--- config.mk ---
export PLATFORM = sky130hd
export DESIGN_NAME = uart_rx_frame_ctrl
export DESIGN_NICKNAME = d
export VERILOG_FILES = /design/src/rtl/uart_rx_frame_ctrl.sv
export SDC_FILE = /design/constraint.sdc
export NUM_CORES = 1
export LEC_CHECK = 0
export BUFFER_PORTS_ARGS = -buffer_cell sky130_fd_sc_hd__buf_2
export CORE_MARGIN = 2
export CORE_UTILIZATION = 30
export CTS_BUF_LIST = sky130_fd_sc_hd__clkbuf_16
export DETAILED_ROUTE_END_ITERATION = 10
export PLACE_DENSITY = 0.51
export SYNTH_ARGS = -nofsm -noshare
export SYNTH_HDL_FRONTEND = slang
export SYNTH_SLANG_ARGS = --single-unit
export TNS_END_PERCENT = 50
--- constraint.sdc ---
create_clock -name i_clk -period 2.63 [get_ports i_clk]
set_clock_uncertainty 0.2 [all_clocks]
set_input_delay 0.263 -clock i_clk [delete_from_list [all_inputs] [get_ports i_clk]]
set_output_delay 0.263 -clock i_clk [all_outputs]
set_load 0.005 [all_outputs]
--- src/rtl/uart_rx_frame_ctrl.sv ---
// UART receive frame controller: start detection, oversampling edge counter,
// LSB-first data assembly, optional parity and stop-bit checking with strobed results.
module uart_rx_frame_ctrl #(
    parameter int DATA_WIDTH = 8
) (
    input  logic                  i_clk,
    input  logic                  i_reset,
    input  logic                  i_serial_data_in,
    input  logic [4:0]            i_prescale,
    input  logic                  i_parity_enable,
    input  logic                  i_parity_type,
    input  logic                  i_sampled_bit,
    output logic                  o_sampler_enable,
    output logic [4:0]            o_edge_count,
    output logic [DATA_WIDTH-1:0] o_data_out,
    output logic                  o_data_valid,
    output logic                  o_parity_error,
    output logic                  o_stop_error
);

    localparam int BW = $clog2(DATA_WIDTH + 1);
    localparam logic [BW-1:0] LAST_BIT = BW'(DATA_WIDTH - 1);

    // IDLE wait for low line | START confirm start bit | DATA shift bits | PARITY check | STOP check and deliver
    typedef enum logic [2:0] {
        IDLE   = 3'd0,
        START  = 3'd1,
        DATA   = 3'd2,
        PARITY = 3'd3,
        STOP   = 3'd4
    } state_t;

    state_t                  r_state;
    state_t                  w_state_nxt;
    logic [4:0]              r_edge_cnt;
    logic [4:0]              r_prescale_q;
    logic                    r_par_en_q;
    logic                    r_par_type_q;
    logic [BW-1:0]           r_bit_cnt;
    logic [DATA_WIDTH-1:0]   r_shift;
    logic [DATA_WIDTH-1:0]   r_data_out;
    logic                    r_par_bad;
    logic                    r_data_valid;
    logic                    r_parity_error;
    logic                    r_stop_error;

    logic w_bit_end;
    logic w_load_cfg;
    logic w_start_end;
    logic w_shift;
    logic w_par_chk;
    logic w_stop_end;
    logic w_par_mismatch;

    assign w_bit_end      = (r_state != IDLE) && (r_edge_cnt == (r_prescale_q - 5'd1));
    assign w_par_mismatch = i_sampled_bit != ((^r_shift) ^ r_par_type_q);

    always_ff @(posedge i_clk or posedge i_reset) begin
        if (i_reset) begin
            r_state <= IDLE;
        end else begin
            r_state <= w_state_nxt;
        end
    end

    always_comb begin
        w_state_nxt = r_state;
        w_load_cfg  = 1'b0;
        w_start_end = 1'b0;
        w_shift     = 1'b0;
        w_par_chk   = 1'b0;
        w_stop_end  = 1'b0;
        case (r_state)
            IDLE: begin
                if (!i_serial_data_in) begin
                    w_load_cfg  = 1'b1;
                    w_state_nxt = START;
                end
            end
            START: begin
                if (w_bit_end) begin
                    w_start_end = 1'b1;
                    w_state_nxt = i_sampled_bit ? IDLE : DATA;
                end
            end
            DATA: begin
                if (w_bit_end) begin
                    w_shift = 1'b1;
                    if (r_bit_cnt == LAST_BIT) begin
                        w_state_nxt = r_par_en_q ? PARITY : STOP;
                    end
                end
            end
            PARITY: begin
                if (w_bit_end) begin
                    w_par_chk   = 1'b1;
                    w_state_nxt = STOP;
                end
            end
            STOP: begin
                if (w_bit_end) begin
                    w_stop_end  = 1'b1;
                    w_state_nxt = IDLE;
                end
            end
            default: w_state_nxt = IDLE;
        endcase
    end

    always_ff @(posedge i_clk or posedge i_reset) begin
        if (i_reset) begin
            r_edge_cnt     <= 5'd0;
            r_prescale_q   <= 5'd0;
            r_par_en_q     <= 1'b0;
            r_par_type_q   <= 1'b0;
            r_bit_cnt      <= '0;
            r_shift        <= '0;
            r_data_out     <= '0;
            r_par_bad      <= 1'b0;
            r_data_valid   <= 1'b0;
            r_parity_error <= 1'b0;
            r_stop_error   <= 1'b0;
        end else begin
            r_data_valid   <= 1'b0;
            r_parity_error <= 1'b0;
            r_stop_error   <= 1'b0;

            if (r_state == IDLE || w_bit_end) begin
                r_edge_cnt <= 5'd0;
            end else begin
                r_edge_cnt <= r_edge_cnt + 5'd1;
            end

            // Frame configuration is frozen for the whole frame once the start edge is seen
            if (w_load_cfg) begin
                r_prescale_q <= i_prescale;
                r_par_en_q   <= i_parity_enable;
                r_par_type_q <= i_parity_type;
                r_par_bad    <= 1'b0;
            end

            if (w_start_end) begin
                r_bit_cnt <= '0;
            end else if (w_shift) begin
                r_bit_cnt <= r_bit_cnt + BW'(1);
            end

            if (w_shift) begin
                r_shift <= {i_sampled_bit, r_shift[DATA_WIDTH-1:1]};
            end

            if (w_par_chk && w_par_mismatch) begin
                r_par_bad      <= 1'b1;
                r_parity_error <= 1'b1;
            end

            if (w_stop_end) begin
                if (!i_sampled_bit) begin
                    r_stop_error <= 1'b1;
                end else if (!r_par_bad) begin
                    r_data_out   <= r_shift;
                    r_data_valid <= 1'b1;
                end
            end
        end
    end

    assign o_sampler_enable = (r_state != IDLE);
    assign o_edge_count     = r_edge_cnt;
    assign o_data_out       = r_data_out;
    assign o_data_valid     = r_data_valid;
    assign o_parity_error   = r_parity_error;
    assign o_stop_error     = r_stop_error;

endmodule

==> implementation parameters <==
Parameter                              Value

Status
  Run status ... completed

Setup path
  Required time of the critical path ... 2590 ps
  R2R depth ... 8
  Worst setup path category ... flip-flop to flip-flop
  Kind of start point of the critical path ... flip-flop
  Launching point of the worst reg2reg path ... r_prescale_q[0]
  Register-to-register setup slack ... 40 ps
  Arrival @ worst endpoint ... 2540 ps
  Beginning of the critical path ... r_prescale_q[0]
  R2R Path End ... o_data_out[3]
  Endpoint type of the worst setup path ... flip-flop
  Crit path max fanout ... 4

Min path
  Launch point of the worst hold path ... i_prescale[0]
  End point of the worst hold path ... r_prescale_q[0]
  Tightest Hold Check Type ... input port to flip-flop
  Number of cells traversed by the worst hold path ... 3

Logic synthesis
  Number of warnings reported in the yosys synthesis log ... 0
  Sequential fraction of the synthesis area ... 51.49%
  Synthesized netlist cell count ... 157
  Largest area contributor in the netlist ... sky130_fd_sc_hd__dfrtp_1
  Flops & latches, synth ... 39
  Mean area per synthesized cell ... 12.07 µm²
  Number of enable flip-flop cells after synthesis ... 0
  Dominant cells by area after synthesis ... sky130_fd_sc_hd__dfrtp_1, sky130_fd_sc_hd__mux2_2, sky130_fd_sc_hd__mux2_4
  Synth Cell Area ... 0.001896 mm²
  Mapped Nets ... 171
  Top FF cell, synth ... sky130_fd_sc_hd__dfrtp_1
  Number of library cell types mapped by synthesis ... 38
  Fraction of synthesis flops using an asynchronous set or reset pin ... 100.0%
  Synth top area share ... 51.49%

STA
  Hold Violations, Final ... 0
  Part of the cycle the worst path needs ... 98.38%
  Remaining max-slew budget at the tightest pin ... 65.60%
  Slew @ Worst Pin ... 516.0 ps
  Number of pins exceeding their max-slew limit in the final report ... 0
  Total setup violations reported at the end of the flow ... 0
  Final worst setup slack ... 42.52 ps
  TNS Setup ... 0 ps
  Top achievable clock speed ... 0.3865 GHz
  Shortest period the worst path allows ... 2587 ps
  RSZ-0062 raised after global routing ... true

Placement
  Total placed cells including tap cells ... 259
  HPWL after detailed placement ... 2547 µm
  Final weighted congestion of routability-driven global placement ... 0.7607
  Total of buffers placed on input and output ports ... 27
  Post-placement worst setup slack ... -7.681 ps

Pwr
  Portion of total power attributed to sequential cells ... 40.5%
  Worst vdd ir ... 431.0 µV
  Part of the total power dissipated in the clock network ... 23.1%
  Combinational cell fraction of total power ... 36.4%
  Switching power ... 0.7822 mW
  Leakage power ... 1.154 nW
  Power per cell area ... 987.6 mW/mm²
  Fraction of power spent switching nets ... 33.49%
  Internal power ... 1.553 mW

Die
  Starting density of the core ... 31.46%
  Row Count ... 28
  Die Wd ... 83.49 µm
  Area of the die ... 0.006971 mm²
  Height of the die ... 83.49 µm
  Core footprint ... 0.006026 mm²
  Number of top-level pins ... 28

Routing
  Initial DRT Pass Iterations ... 4
  Via count normalized by instance count ... 4.773
  Detail-routed net length per standard cell ... 14.04 µm
  Vias ... 1284
  Initial drt markers ... 38
  Number of remaining DRC errors ... 0
  Post-detailed-routing wire length ... 3777 µm
  Count of antenna-violating nets left after detailed routing ... 0

Cells and area
  Net count, final ... 209
  Antenna cells ... 0
  Commonest non-fill, non-tap cell in the layout ... sky130_fd_sc_hd__dfrtp_1
  P&R area growth vs syn ... 24.75%
  Ratio of cells with drive above 1 in the final layout ... 38.14%
  Most frequent cells in the layout ... sky130_fd_sc_hd__dfrtp_1, sky130_fd_sc_hd__buf_2, sky130_fd_sc_hd__mux2_2
  Number of standard cells in the layout, taps in and fillers out ... 269
  Filler instances ... 612

Global routing
  Initial antenna violation count ... 0
  Remaining Overflow, GRT ... 0
  Largest net degree at the start of global routing ... 40
  GRT Util Overall ... 11.31%
  Global-route wire length before repair ... 6272 µm
  Number of global-route vias before repair ... 1206

Clocking
  Clock net sink count ... 39
  Max H-tree Level ... 2
  Clock tree from TritonCTS ... yes
  Total clock buffers created by CTS ... 5
  Clock root buffer master ... sky130_fd_sc_hd__clkbuf_16
  Buffer depth of the longest clock path ... 2
  Reg clk slew, reported paths ... 50 ps
  Clock insertion delay at the later pin of the skew report ... 270 ps

Run
  Max-cap check violation count ... 0
stage by stage:
step / util, % / hold WS [ps] / instance area [µm²] / power (mW)
floorplan: - / 134.5 / 1896 / 1.492
global placement: 35.51 / 213.9 / 2140 / 1.731
detailed placement: 35.51 / 218.5 / 2140 / 1.737
CTS: 37.96 / 11.58 / 2287 / 2.301
global route: 39.24 / 12.93 / 2365 / 2.514
finish: 39.24 / 9.946 / 2365 / 2.335
Yosys cell counts, types with 3 or more instances:
| cell type | instances |
|---|---|
| sky130_fd_sc_hd__mux2_2 | 13 |
| sky130_fd_sc_hd__clkbuf_1 | 6 |
| sky130_fd_sc_hd__o21ai_0 | 5 |
| sky130_fd_sc_hd__dfrtp_1 | 39 |
| sky130_fd_sc_hd__inv_1 | 6 |
| sky130_fd_sc_hd__xor2_1 | 7 |
| sky130_fd_sc_hd__nand2_1 | 8 |
| sky130_fd_sc_hd__o31ai_1 | 4 |
| sky130_fd_sc_hd__ha_1 | 3 |
| sky130_fd_sc_hd__mux2_4 | 8 |
| sky130_fd_sc_hd__xnor2_1 | 9 |
| sky130_fd_sc_hd__or3_1 | 3 |
| sky130_fd_sc_hd__nand3_1 | 6 |
| sky130_fd_sc_hd__nor2_1 | 10 |
power by group through the flow:
stage / logic (mW) / clock network [mW] / registers [mW]
2_1_floorplan: 0.615 / 0 / 0.877
3_3_place_gp: 0.782 / 0 / 0.949
3_5_place_dp: 0.788 / 0 / 0.949
4_1_cts: 0.795 / 0.566 / 0.941
5_1_grt: 0.954 / 0.585 / 0.974
6_report: 0.849 / 0.540 / 0.946
what timing repair did:
item | in CTS | in global routing
setup endpoints to repair | 16 | 8
hold buffers | 1 | 0
buffers inserted | 0 | 2
gates cloned | 0 | 1
hold endpoints to repair | 39 | 0
pin swaps | 1 | 1
resized for setup | 2 | 9
worst max path at each step:
stage	slack [ps]	endpoint	depth (start not counted)
CTS	20	o_data_out[0]	8
detailed placement	-8	o_data_out[1]	8
global route	-40	o_data_out[3]	8
floorplan	10	o_data_out[0]	8
global placement	9	r_shift[3]	8
finish	40	o_data_out[3]	8
worst max-delay path, cell delays in order, from the launching register on:
cell and delay [ps]:
sky130_fd_sc_hd__dfrtp_1 360, sky130_fd_sc_hd__inv_2 60, sky130_fd_sc_hd__ha_4 170, sky130_fd_sc_hd__o21ba_4 190, sky130_fd_sc_hd__a221oi_2 300, sky130_fd_sc_hd__o2111ai_2 150
sky130_fd_sc_hd__or4b_4 580, sky130_fd_sc_hd__clkbuf_16 180, sky130_fd_sc_hd__mux2_4 280
per-layer routing:
metal	wire length (µm)	global-route usage, %	vias to the layer above
li1	-	-	634
met1	1944	16.21	621
met2	1618	15.62	27
met3	178	3.561	2
met4	36	4.839	0
met5	0	0	-
area by class of cell:
class,instances,area [µm²],area share [%]
Clock buffer,5,125.1,5.291
Clock inverter,1,3.754,0.1587
Inverter,6,22.52,0.9524
Multi-Input combinational cell,104,885.9,37.46
Sequential cell,39,975.9,41.27
Tap cell,75,93.84,3.968
Timing Repair Buffer,39,257.7,10.90
logic make-up (layout without fill, tap and decap cells):
family / count (synthesis) / in the layout / synth area share (%)
AOI/OAI and AO/OA: 20 / 20 / 8.250
xor gates and xnor gates: 17 / 17 / 8.581
adders and majority gates: 3 / 3 / 1.980
buffers and inverters: 14 / 51 / 3.564
DFF: 39 / 39 / 51.49
muxes: 21 / 21 / 14.06
and+or+nand+nor: 43 / 43 / 12.08
state kept, by name, summed over array words and instances (netlist names), 3 cells and up:
name	count
o_edge_count	5
o_data_out	8
r_bit_cnt	4
r_shift	8
r_prescale_q	5
r_state	3
Note: power is estimated with default switching activity, not from simulation.
